==> src/rtl/wb_port_arbiter_pkg.sv <==
// wb_port_arbiter_pkg: shared widths, arbiter state
// encoding and the write-request bundle.
package wb_port_arbiter_pkg;

    localparam int WB_DATA_W = 32;
    localparam int WB_ADDR_W = 5;

    localparam logic [1:0] ST_IDLE  = 2'd0;
    localparam logic [1:0] ST_PEND  = 2'd1;
    localparam logic [1:0] ST_FORCE = 2'd2;

    typedef struct packed {
        logic                 we;
        logic [WB_ADDR_W-1:0] waddr;
        logic [WB_DATA_W-1:0] wdata;
    } wb_req_t;

endpackage

==> src/rtl/wb_result_fifo.sv <==
// wb_result_fifo: MDU result queue with per-entry valid
// bits so pipeline writes can kill stale results in place.
module wb_result_fifo #(
    parameter int DEPTH = 2,
    parameter int AW    = 5,
    parameter int DW    = 32
) (
    input  logic          clk,
    input  logic          rst_n,
    input  logic          i_push,
    input  logic [AW-1:0] i_push_addr,
    input  logic [DW-1:0] i_push_data,
    input  logic          i_pop,
    input  logic          i_kill,
    input  logic [AW-1:0] i_kill_addr,
    output logic          o_full,
    output logic          o_head_valid,
    output logic [AW-1:0] o_head_addr,
    output logic [DW-1:0] o_head_data,
    output logic          o_empty_nxt
);
    localparam int PW = $clog2(DEPTH);
    localparam int CW = $clog2(DEPTH + 1);

    logic [AW-1:0]    r_addr [DEPTH];
    logic [DW-1:0]    r_data [DEPTH];
    logic [DEPTH-1:0] r_vld;
    logic [PW-1:0]    r_rd;
    logic [PW-1:0]    r_wr;
    logic [CW-1:0]    r_cnt;

    logic [DEPTH-1:0] w_vld;
    logic [PW-1:0]    w_head;
    logic [CW-1:0]    w_skip;
    logic [CW-1:0]    w_npop;
    logic [CW-1:0]    w_cnt_nxt;
    logic             w_found;
    logic             w_push_ok;

    // Entries whose rd matches this cycle's pipeline write are dead
    always_comb begin
        for (int j = 0; j < DEPTH; j++) begin
            w_vld[j] = r_vld[j] &&
                       !(i_kill && (r_addr[j] == i_kill_addr));
        end
    end

    // Head is the oldest live entry; dead ones ahead of it drop for free
    always_comb begin
        w_found = 1'b0;
        w_skip  = '0;
        w_head  = r_rd;
        for (int i = 0; i < DEPTH; i++) begin
            if (!w_found && (CW'(i) < r_cnt)) begin
                if (w_vld[r_rd + PW'(i)]) begin
                    w_found = 1'b1;
                    w_head  = r_rd + PW'(i);
                end else begin
                    w_skip = w_skip + CW'(1);
                end
            end
        end
    end

    assign o_full       = (r_cnt == CW'(DEPTH));
    assign w_push_ok    = i_push && !o_full;
    assign o_head_valid = w_found;
    assign o_head_addr  = r_addr[w_head];
    assign o_head_data  = r_data[w_head];
    assign w_npop       = w_skip + CW'(i_pop && w_found);
    assign w_cnt_nxt    = r_cnt - w_npop + CW'(w_push_ok);
    assign o_empty_nxt  = (w_cnt_nxt == '0);

    // Pointers, occupancy and valid bits
    always_ff @(posedge clk or negedge rst_n) begin
        if (!rst_n) begin
            r_rd  <= '0;
            r_wr  <= '0;
            r_cnt <= '0;
            r_vld <= '0;
        end else begin
            r_vld <= w_vld;
            if (w_push_ok) begin
                r_vld[r_wr] <= 1'b1;
            end
            r_rd  <= r_rd + PW'(w_npop);
            r_wr  <= r_wr + PW'(w_push_ok);
            r_cnt <= w_cnt_nxt;
        end
    end

    // Payload storage needs no reset; occupancy guards it
    always_ff @(posedge clk) begin
        if (w_push_ok) begin
            r_addr[r_wr] <= i_push_addr;
            r_data[r_wr] <= i_push_data;
        end
    end

endmodule

==> src/rtl/wb_port_arbiter.sv <==
// wb_port_arbiter: shares the regs write port between the
// in-order pipeline and queued mul/div results.
module wb_port_arbiter
    import wb_port_arbiter_pkg::*;
#(
    parameter int DATA_W       = WB_DATA_W,
    parameter int ADDR_W       = WB_ADDR_W,
    parameter int FIFO_DEPTH   = 2,
    parameter int STARVE_LIMIT = 4
) (
    input  logic              clk,
    input  logic              rst_n,
    input  logic              pipe_we_i,
    input  logic [ADDR_W-1:0] pipe_waddr_i,
    input  logic [DATA_W-1:0] pipe_wdata_i,
    input  logic              mdu_valid_i,
    output logic              mdu_ready_o,
    input  logic [ADDR_W-1:0] mdu_waddr_i,
    input  logic [DATA_W-1:0] mdu_wdata_i,
    output logic              stall_o,
    output logic              wb_reg_we_o,
    output logic [ADDR_W-1:0] wb_reg_waddr_o,
    output logic [DATA_W-1:0] wb_op_c_o
);
    localparam int CW = $clog2(STARVE_LIMIT + 1);

    logic [1:0]        r_state;
    logic [1:0]        w_state_nxt;
    logic [CW-1:0]     r_cnt;
    logic [CW-1:0]     w_cnt_nxt;
    logic              r_stall;
    logic              r_we;
    logic [ADDR_W-1:0] r_waddr;
    logic [DATA_W-1:0] r_wdata;

    logic              w_full;
    logic              w_head_vld;
    logic [ADDR_W-1:0] w_head_addr;
    logic [DATA_W-1:0] w_head_data;
    logic              w_empty_nxt;
    logic              w_pipe_win;
    logic              w_push;
    logic              w_pop;
    logic              w_lost;

    assign mdu_ready_o = !w_full;
    assign w_pipe_win  = pipe_we_i && (pipe_waddr_i != '0) && !r_stall;
    assign w_push      = mdu_valid_i && !w_full && (mdu_waddr_i != '0);
    assign w_pop       = !w_pipe_win && w_head_vld;
    assign w_lost      = w_pipe_win && w_head_vld;

    wb_result_fifo #(
        .DEPTH (FIFO_DEPTH),
        .AW    (ADDR_W),
        .DW    (DATA_W)
    ) u_fifo (
        .clk          (clk),
        .rst_n        (rst_n),
        .i_push       (w_push),
        .i_push_addr  (mdu_waddr_i),
        .i_push_data  (mdu_wdata_i),
        .i_pop        (w_pop),
        .i_kill       (w_pipe_win),
        .i_kill_addr  (pipe_waddr_i),
        .o_full       (w_full),
        .o_head_valid (w_head_vld),
        .o_head_addr  (w_head_addr),
        .o_head_data  (w_head_data),
        .o_empty_nxt  (w_empty_nxt)
    );

    // Starve counter and state transitions
    always_comb begin
        w_cnt_nxt = r_cnt;
        if (w_pop) begin
            w_cnt_nxt = '0;
        end else if (w_lost && (r_cnt != CW'(STARVE_LIMIT))) begin
            w_cnt_nxt = r_cnt + CW'(1);
        end
        w_state_nxt = r_state;
        unique case (r_state)
            ST_IDLE: begin
                if (w_push) w_state_nxt = ST_PEND;
            end
            ST_PEND: begin
                if (w_empty_nxt) begin
                    w_state_nxt = ST_IDLE;
                end else if (w_cnt_nxt == CW'(STARVE_LIMIT)) begin
                    w_state_nxt = ST_FORCE;
                end
            end
            ST_FORCE: begin
                if (w_empty_nxt) w_state_nxt = ST_IDLE;
            end
            default: w_state_nxt = ST_IDLE;
        endcase
        if (w_state_nxt == ST_IDLE) begin
            w_cnt_nxt = '0;
        end
    end

    // FSM, counter and registered stall
    always_ff @(posedge clk or negedge rst_n) begin
        if (!rst_n) begin
            r_state <= ST_IDLE;
            r_cnt   <= '0;
            r_stall <= 1'b0;
        end else begin
            r_state <= w_state_nxt;
            r_cnt   <= w_cnt_nxt;
            r_stall <= (w_state_nxt == ST_FORCE);
        end
    end

    // Registered write port; address/data hold when idle
    always_ff @(posedge clk or negedge rst_n) begin
        if (!rst_n) begin
            r_we    <= 1'b0;
            r_waddr <= '0;
            r_wdata <= '0;
        end else if (w_pipe_win) begin
            r_we    <= 1'b1;
            r_waddr <= pipe_waddr_i;
            r_wdata <= pipe_wdata_i;
        end else if (w_pop) begin
            r_we    <= 1'b1;
            r_waddr <= w_head_addr;
            r_wdata <= w_head_data;
        end else begin
            r_we    <= 1'b0;
        end
    end

    assign stall_o        = r_stall;
    assign wb_reg_we_o    = r_we;
    assign wb_reg_waddr_o = r_waddr;
    assign wb_op_c_o      = r_wdata;

endmodule

==> config.mk <==
export PLATFORM = sky130hd
export DESIGN_NAME = wb_port_arbiter
export DESIGN_NICKNAME = d
export VERILOG_FILES = /design/src/rtl/wb_port_arbiter_pkg.sv /design/src/rtl/wb_result_fifo.sv /design/src/rtl/wb_port_arbiter.sv
export SDC_FILE = /design/constraint.sdc
export NUM_CORES = 1
export LEC_CHECK = 0
export ABC_CLOCK_PERIOD_IN_PS = 6200
export CAP_MARGIN = 20
export CORE_UTILIZATION = 40
export DETAILED_ROUTE_END_ITERATION = 7
export GPL_ROUTABILITY_DRIVEN = 0
export PLACE_DENSITY_LB_ADDON = 0.15
export REMOVE_ABC_BUFFERS = 1
export SYNTH_ARGS = -nofsm -noshare
export SYNTH_HDL_FRONTEND = slang
export SYNTH_HIERARCHICAL = 1
export SYNTH_SLANG_ARGS = --single-unit
==> constraint.sdc <==
create_clock -name clk -period 6.2 [get_ports clk]
set_input_delay 0.62 -clock clk [delete_from_list [all_inputs] [get_ports clk]]
set_output_delay 0.62 -clock clk [all_outputs]
set_load 0.1 [all_outputs]
Word level (Yosys, flattened, before mapping)
Memory sizes are Yosys's and may differ from the RTL's.
Cells that the tools add are included.
{ "word_totals": {"register_bits": 50, "latch_bits": 0, "mem_bits_rw": 74, "mem_bits_ro": 0, "input_bits": 78, "output_inout_bits": 40, "n_memories": 2} }
{ "memory_table": {"columns": ["name", "depth", "width", "rd", "rd_clocked_by_memory_dff", "wr", "line_no", "text"], "rows": [
  ["u_fifo.r_data", 2, 32, 1, 0, 1, "wb_result_fifo.sv:26", "logic [DW-1:0] r_data [DEPTH];"],
  ["u_fifo.r_addr", 2, 5, 3, 0, 1, "wb_result_fifo.sv:25", "logic [AW-1:0] r_addr [DEPTH];"]
]} }
{ "op_classes": {"add_sub_neg": 8, "n_mul": 0, "div_mod_pow": 0, "n_lt_le_gt_ge": 6, "n_eq_ne": 8, "shifts": 0, "mux": 33, "bitwise_logic": 1, "n_reduce_logical": 27} }
{ "op_table": {"columns": ["op", "n"], "rows": [
  ["$mux 32", 2],
  ["$mux 1", 16],
  ["$mux 2", 8],
  ["$logic_and 1x1->1", 15],
  ["$eq 5x5->1", 2],
  ["$mux 5", 2],
  ["$reduce_bool 5->1", 2],
  ["$mux 3", 3],
  ["$eq 2x2->1 const B", 3],
  ["$logic_not 1->1", 6],
  ["$logic_not 2->1", 3],
  ["$lt 1x2->1 const B", 3],
  ["$pmux 2 s3", 1],
  ["$add 2x1->2", 2],
  ["$lt 1x2->1 const A", 2],
  ["$add 3x1->3 const B", 1],
  ["$eq 3x3->1 const B", 1],
  ["$ne 3x3->1 const B", 1],
  ["$add 1x1->1", 2],
  ["$add 2x1->2 const B", 1],
  ["$eq 2x1->1 const B", 1],
  ["$or 2x2->2", 1],
  ["$reduce_bool 2->1", 1],
  ["$sub 2x2->2", 1],
  ["other kinds (3)", 3]
]} }

Depth between registers and ports, before layout
{ "logic_depth": {"word_depth": 23, "mapped_depth": 26, "depth_no_buf": 23} }

By module
The synthesis kept the hierarchy.
{ "by_module_without_submodules": {"columns": ["module", "instances", "cells_per_inst", "area_each_um2", "seq_area_each_um2"], "rows": [
  ["wb_result_fifo", 1, 316, 4321.6, 2372.3],
  ["wb_port_arbiter", 1, 213, 2122.0, 1101.1]
]} }

Worst setup path before layout
No wires, ideal clock.
{ "synth_path": {"kind": "reg-to-reg", "start": "register r_stall, in the netlist stall_o", "end": "register r_cnt[0] (netlist name)", "setup_ns": 0.126, "arrival_time_ns": 4.958, "required_ns": 6.074, "setup_slack_ns": 1.116, "path_stages_with_launch": 27, "n_path_buf": 5, "cell_sequence": "dfrtp_1 -> nand2b_1 -> a21oi_2 -> buf_6 -> clkbuf_1 -> and2_1 -> a21bo_4 -> a21o_1 -> a221oi_2 -> buf_4 -> buf_2 -> buf_2 -> nor2b_1 -> and2_1 -> ha_1 -> ha_1 -> inv_1 -> ha_1 -> xnor2_1 -> xnor2_1 -> xnor2_1 -> nor2_1 -> nor2_1 -> nand2_1 -> nand2_1 -> nor2_1 -> a21oi_1"} }
{ "synth_lines": {"columns": ["element", "line_no", "text"], "rows": [
  ["start: declaration", "wb_port_arbiter.sv:31", "logic r_stall;"],
  ["start signal: assignment", "wb_port_arbiter.sv:111", "r_stall <= (w_state_nxt == ST_FORCE);"]
]} }

==> results.md <==
- Area share of the largest cell type after synthesis: between 30% and 40%
- Number of primary I/O pins: 118
- Final core utilization: about 53%
- H-tree level count: 4
- Clock latency on the worst-skew pair: between 0.4 and 0.5 ns
- Combinational family with the most area after synthesis: compound AO/OA/AOI/OAI gates
- Initial antenna violation count: 0
- Final critical-path required period: around 4.8 ns
- Maximum number of pins on one net before global-route repair: 51
- Setup crit end kind: flip-flop
- Maximum Capacitance Violations: 0
- Starting density of the core: between 40% and 50%
- Number of cells in the design after placement: 829
- Clk root buf: clkbuf_16
- Synthesis-stage register bit count: 124
- Synthesis Warnings: 6
- Share of the clock period used by the worst path after layout: about 77%
- Reg clk slew, reported paths: about 0.05 ns
- Static leakage: roughly 3.2 nW
- Final wirelength: between 15 and 20 mm
- Power share of the clock group: 19.9%
- Result of the run: completed
- Total global routing track utilization: around a fifth
- Areal power density over the cells: around 630 nW/um2
- Avg Synthesized Cell Area: about 12 um2
- Cell type with the highest aggregate area in the netlist: edfxtp_1
- Number of post-CTS setup repair buffers: 0
- Most used flip-flop cell after synthesis: edfxtp_1
- Post-synth EDFFs: 74
- Via Count: 4,602
- TritonCTS clock tree: built
- Series of cell instances along the critical path: clkdlybuf4s50_1 > nor3_2 > a21oi_4 > and2_1 > a21oi_1 > or2_2 > nor2_1 > ha_1 > mux2i_1 > nor2_1 > ha_1 > ha_1 > inv_1 > ha_1 > xnor2_1 > xnor2_1 > xnor2_1 > nor2_1 > nor2_1 > nand2_1 > nand2_1 > nor2_1 > nor2_1
- Routed WL per cell: 18.0 um
- Switching share of power: a little under half
- TritonRoute pass-1 iters: 4
- Achievable Freq: 209 MHz
- Type of the worst min-delay path: input pin to async pin
- Die boundary height: 129 um
- Area share of xor/xnor cells in the synthesized design: between 1.5 and 2%
- Post-synthesis instance area: approximately 6400 um2
- Ratio of routed vias to standard cells: approximately 5.3
- Die span in x: ~130 um
- Net Sw Power: approximately 2.5 mW
- Synth Area in Simple Gates: about an eighth
- Final setup skew: 0.00846 ns
- Cell at the slowest stage of the critical path: clkdlybuf4s50_1
- Worst relative slew slack: a little under 30%
- Residual antenna-violating net count after detailed routing: 0
- Arrival time at the worst endpoint: between 5 and 6 ns
- Critical Path RT: approximately 6.5 ns
- Critical path launch point type: input pin
- Fraction of final layout cells sized beyond drive strength 1: around 18%
- Number of DRC violations after detailed-routing iteration 0: about 250
- Comb power frac: a little over half
- Congestion Overflow GR: 0
- Placement row count: 46
- Share of the synthesized area in compound gates (AO/OA/AOI/OAI): between 10% and 20%
- Setup violation total in the final timing report: 0
- Finished Layout Cells: about 860
- Vias in the first global route: 4,644
- Peak supply drop: around 0.33 mV
- Crit Path Class: input pin to flip-flop
- Die Area: between 15,000 and 20,000 um2
- Total inserted antenna cells: 0
- Cell internal power dissipation: about 2.8 mW
- HPWL after detailed placement: between 9 and 10 mm
- Core area: approximately 16,000 um2
- DRC violation count after routing: 0
- Fraction of the yosys area taken by sequential cells: between 50 and 60%
- Number of sinks on the clock net: between 100 and 150
- Number of instances resized during post-cts repair: 0
- Top post-synthesis cells by area: edfxtp_1 (34%), dfrtp_1 (19%), o221ai_2 (7.0%), mux2i_1 (5.9%), a22oi_2 (5.8%)
- CTS Buf Count: 17
- Dominant delay contributor by cell family on the critical path: simple AND/OR/NAND/NOR gates
- Final net count: around 720
- Launch instance of the worst register-to-register path: stall_o
- Final Hold Viols: 0
- CP most frequent cell: nor2_1
- Number of library cell types mapped by synthesis: 47
- Unrepaired setup endpoints after global routing: false
- Sum of buffers and inverters on the critical path: 2
- Count of buffers inserted at the top-level ports: 117
- Setup crit start: pipe_waddr_i[2]
- Proportion of synthesized flip-flops having asynchronous set or reset: between 40 and 50%
- Highest cell delay on the worst timing path: 0.59 ns
- Arithmetic-cell share of the synthesized area counting full adders, half adders and majority gates: under 10%
- First-pass GRT wire length: 24.4 mm
- Longest Clk Path Bufs: 2
- Multiplexer share of the synthesized area: 5.90%
- Max Transition Viols Final: 0
- Gate Count Post-Synth: about 530
- Area added between synthesis and finish: 29.7%
- Register share of total power: a little over a quarter
- Slew at the pin closest to its max-slew limit: ~1.1 ns
- Worst-path maximum fanout: 30
- Post-cts hold buffer count: 0
==> area by class of cell <==
cell class | count | area, um2
Inverter | 10 | 37.5
Fill cell | 1365 | 7470
Clock inverter | 13 | 171
Sequential cell | 124 | 3480
Clock buffer | 19 | 453
Timing Repair Buffer | 125 | 1240
Tap cell | 216 | 270
Multi-Input combinational cell | 355 | 2710
==> synth_stat cells, types with 9 or more instances <==
cell type,number
o221ai_2,30
dfrtp_1,50
xor2_1,9
nand3_1,40
nand2_1,84
a22oi_2,30
mux2i_1,38
clkbuf_1,25
o21ai_0,39
inv_1,10
nor2_1,15
edfxtp_1,74
==> through the flow <==
stage / total power [mW] / area [um2] / setup TNS (ns) / setup WS, ns / hold slack [ns]
2_1_floorplan: 3.54 / 6200 / -4.95 / -0.820 / 0.324
3_3_place_gp: 4.19 / 7710 / 0 / 1.18 / 0.504
3_5_place_dp: 4.24 / 7710 / 0 / 1.01 / 0.490
4_1_cts: 5.30 / 8340 / 0 / 1.45 / 0.361
5_1_grt: 5.54 / 8360 / 0 / 0.968 / 0.374
6_report: 5.25 / 8360 / 0 / 1.41 / 0.333
==> cells in the final DEF (no fill, tap or decap), types with 3 or more instances in the layout <==
cell and n:
and2_1 4, nand2b_1 3, nand2_1 84, xnor2_1 5
clkinv_2 4, dfrtp_1 49, o221ai_2 30, o221ai_1 7
xor2_1 9, bufinv_16 4, nand3_1 40, nor2_1 15
buf_4 7, edfxtp_1 74, clkdlybuf4s50_1 116, a22oi_1 7
inv_1 9, o21ai_0 39, mux2i_1 38, clkbuf_16 17
a22oi_2 30, ha_1 6, a21oi_1 6
==> registers in the layout, summed over array words and instances (netlist names) <==
signal          cells
wb_reg_waddr_o      5
u_fifo/r_data      64
u_fifo/r_addr      10
wb_op_c_o          32
r_state             2
u_fifo/r_vld        2
stall_o             1
wb_reg_we_o         1
u_fifo/r_wr         1
u_fifo/r_rd         1
r_cnt               3
u_fifo/r_cnt        2
==> power groups by stage <==
stage          clock, mW  combinational (mW)  sequential, mW
4_1_cts             1.07                2.85            1.38
6_report            1.04                2.83            1.38
5_1_grt             1.10                3.02            1.41
2_1_floorplan          0                1.31            2.23
3_5_place_dp           0                2.85            1.40
3_3_place_gp           0                2.81            1.38
==> worst register-to-register path: stages (launching register included) <==
cell and delay, ns:
dfrtp_1 0.39, nand2b_1 0.22, a21oi_4 0.58, and2_1 0.30, a21oi_1 0.12, or2_2 0.33, nor2_1 0.11, ha_1 0.23
mux2i_1 0.13, nor2_1 0.06, ha_1 0.30, ha_1 0.29, inv_1 0.04, ha_1 0.18, xnor2_1 0.17, xnor2_1 0.15
xnor2_1 0.11, nor2_1 0.14, nor2_1 0.06, nand2_1 0.12, nand2_1 0.06, nor2_1 0.22, nor2_1 0.07
==> logic make-up after synthesis <==
logic type | count (synthesis)
xor+xnor | 14
mux | 38
fa+ha+maj | 8
flops | 124
buf+inv | 50
compound gates | 131
simple gates | 164
==> worst paths after layout <==
| kind | slack, ns | cells past startpoint | endpoint |
|---|---|---|---|
| worst max-delay path | 1.41 | 23 | r_cnt[2] |
| min in group clk | 0.50 | 1 | u_fifo/r_vld[0] |
| worst min register to register | 0.50 | 1 | u_fifo/r_vld[0] |
| worst min-delay path | 0.33 | 2 | wb_op_c_o[21] |
| max in group asynchronous | 5.30 | 2 | u_fifo/r_rd |
| worst max register to register | 1.71 | 22 | r_cnt[2] |
==> routing by layer <==
layer | GRT usage (%) | wire length, um | vias to the layer above
met3 | 4.95 | 709 | 15
met5 | 0 | 0 | -
met1 | 24.6 | 6890 | 2265
met2 | 33.4 | 7700 | 122
met4 | 6.02 | 174 | 0
li1 | - | - | 2200
Note: power is estimated with default switching activity, not from simulation.
==> variant (same flow settings) <==
Set the parameter `STARVE_LIMIT` to 2 (it was 4).
--- a/src/rtl/wb_port_arbiter.sv
+++ b/src/rtl/wb_port_arbiter.sv
@@ -6,7 +6,7 @@
     parameter int DATA_W       = WB_DATA_W,
     parameter int ADDR_W       = WB_ADDR_W,
     parameter int FIFO_DEPTH   = 2,
-    parameter int STARVE_LIMIT = 4
+    parameter int STARVE_LIMIT = 2
 ) (
     input  logic              clk,
     input  logic              rst_n,
Formal check against the unedited RTL: not equivalent (Yosys sat finds a counterexample within 4 cycles, from zero or initial values and one cycle with rst_n low).
==> variant against the unedited design <==
- worst setup slack improved by 0.25 ns
- design area fell by 0.45%
- wire length fell by 1.3%
- global-route usage rose by 0.30 points
- utilization rose by 1.1 points
- fmax rose by 5.4%
- non-clock buffer count fell by 1
- area after synthesis fell by 0.25%
- sequential cell count fell by 1
- clock skew rose by 0.0053 ns
- critical endpoint is now r_cnt[0]
Power is not shown: default switching activity piles up to over one toggle a cycle in this logic, so the estimate is an artifact.
==> variant: results (changes against the unedited design) <==
| Metric | Value |
|---|---|
| Layout cells sized above 1 | 18.6% (+0.63 points) |
| CP max FO | 13 (-57%) |
| Met2 GRT Util | 34.3% (+0.99 points) |
| CP startpoint | pipe_waddr_i[0] |
| Biggest cell delay along the critical path | 0.50 ns (-0.09 ns) |
| First-pass DRT Iterations | 5 (+1) |
| Finished Layout Cells | 846 (-1.9%) |
| Status | finished clean |
| Reg-to-reg setup timing slack | 2.06 ns (+0.35 ns) |
| WL met2 | 7620 um (-0.99%) |
| Total GRT Usage | 19.9% (+0.30 points) |
| Async set-reset flop share out of synthesis | 39.8% (-0.49 points) |
| Top post-synthesis cells by area | edfxtp_1 35%, dfrtp_1 19%, o221ai_2 7.0% |
| Largest net degree at the start of global routing | 76 (+49%) |
| Hold WS | 0.332 ns (-0.00151 ns) |
| Post-DP HPWL | 9350 um (+0.68%) |
| Met3 routed WL | 879 um (+24%) |
| Cell Area, Placed | 7690 um2 (-0.37%) |
| Grt met1 use | 24.1% (-0.52 points) |
| Reg2reg start | u_fifo/r_rd |
| Vias in the first global route | 4880 (+5.1%) |
| Worst EP arrival | 4.89 ns (-0.19 ns) |
| Drt total wl | 15300 um (-1.3%) |
| Global-route wire length before repair | 24800 um (+1.6%) |
| Post-layout nets | 707 (-1.7%) |
| Cells after DPL | 814 (-1.8%) |
| M1 WL | 6600 um (-4.3%) |
| Avg Inst Size Synth | 12.4 um2 (+1.7%) |
| R2r worst-path depth | 18 (-18%) |
| Seq/Total Area, Yosys | 53.6% (-0.25 points) |
| Worst-Margin Slew | 1.09 ns (+0.0241 ns) |
| Commonest cells post-synth | 82 x nand2_1, 74 x edfxtp_1, 49 x dfrtp_1 |
| CTS root buf | clkbuf_16 |
| Detailed Route Iter0 Violations | 233 (-8.3%) |
## variant: cells by family (layout without fill, tap and decap cells)
family	Yosys count	in the layout	share of synthesized area (%)
xor+xnor	14	14	1.91
flops	123	123	53.7
buf+inv	49	165	4.44
simple gates	156	156	12.2
fa+ha+maj	7	7	1.36
mux	38	38	5.92
compound gates	132	132	20.5
## variant: metrics by stage
stage	setup TNS, ns	worst slack, ns
6_report	0	1.65
5_1_grt	0	1.35
4_1_cts	0	1.65
3_5_place_dp	0	1.21
3_3_place_gp	0	1.38
2_1_floorplan	-4.94	-0.939
## variant: cell type report
type | instances | area (um2)
Inverter | 9 | 33.8
Clock buffer | 27 | 533
Timing Repair Buffer | 124 | 1220
Clock inverter | 5 | 103
Sequential cell | 123 | 3450
Multi-Input combinational cell | 347 | 2720
Tap cell | 211 | 264
Fill cell | 1341 | 7110
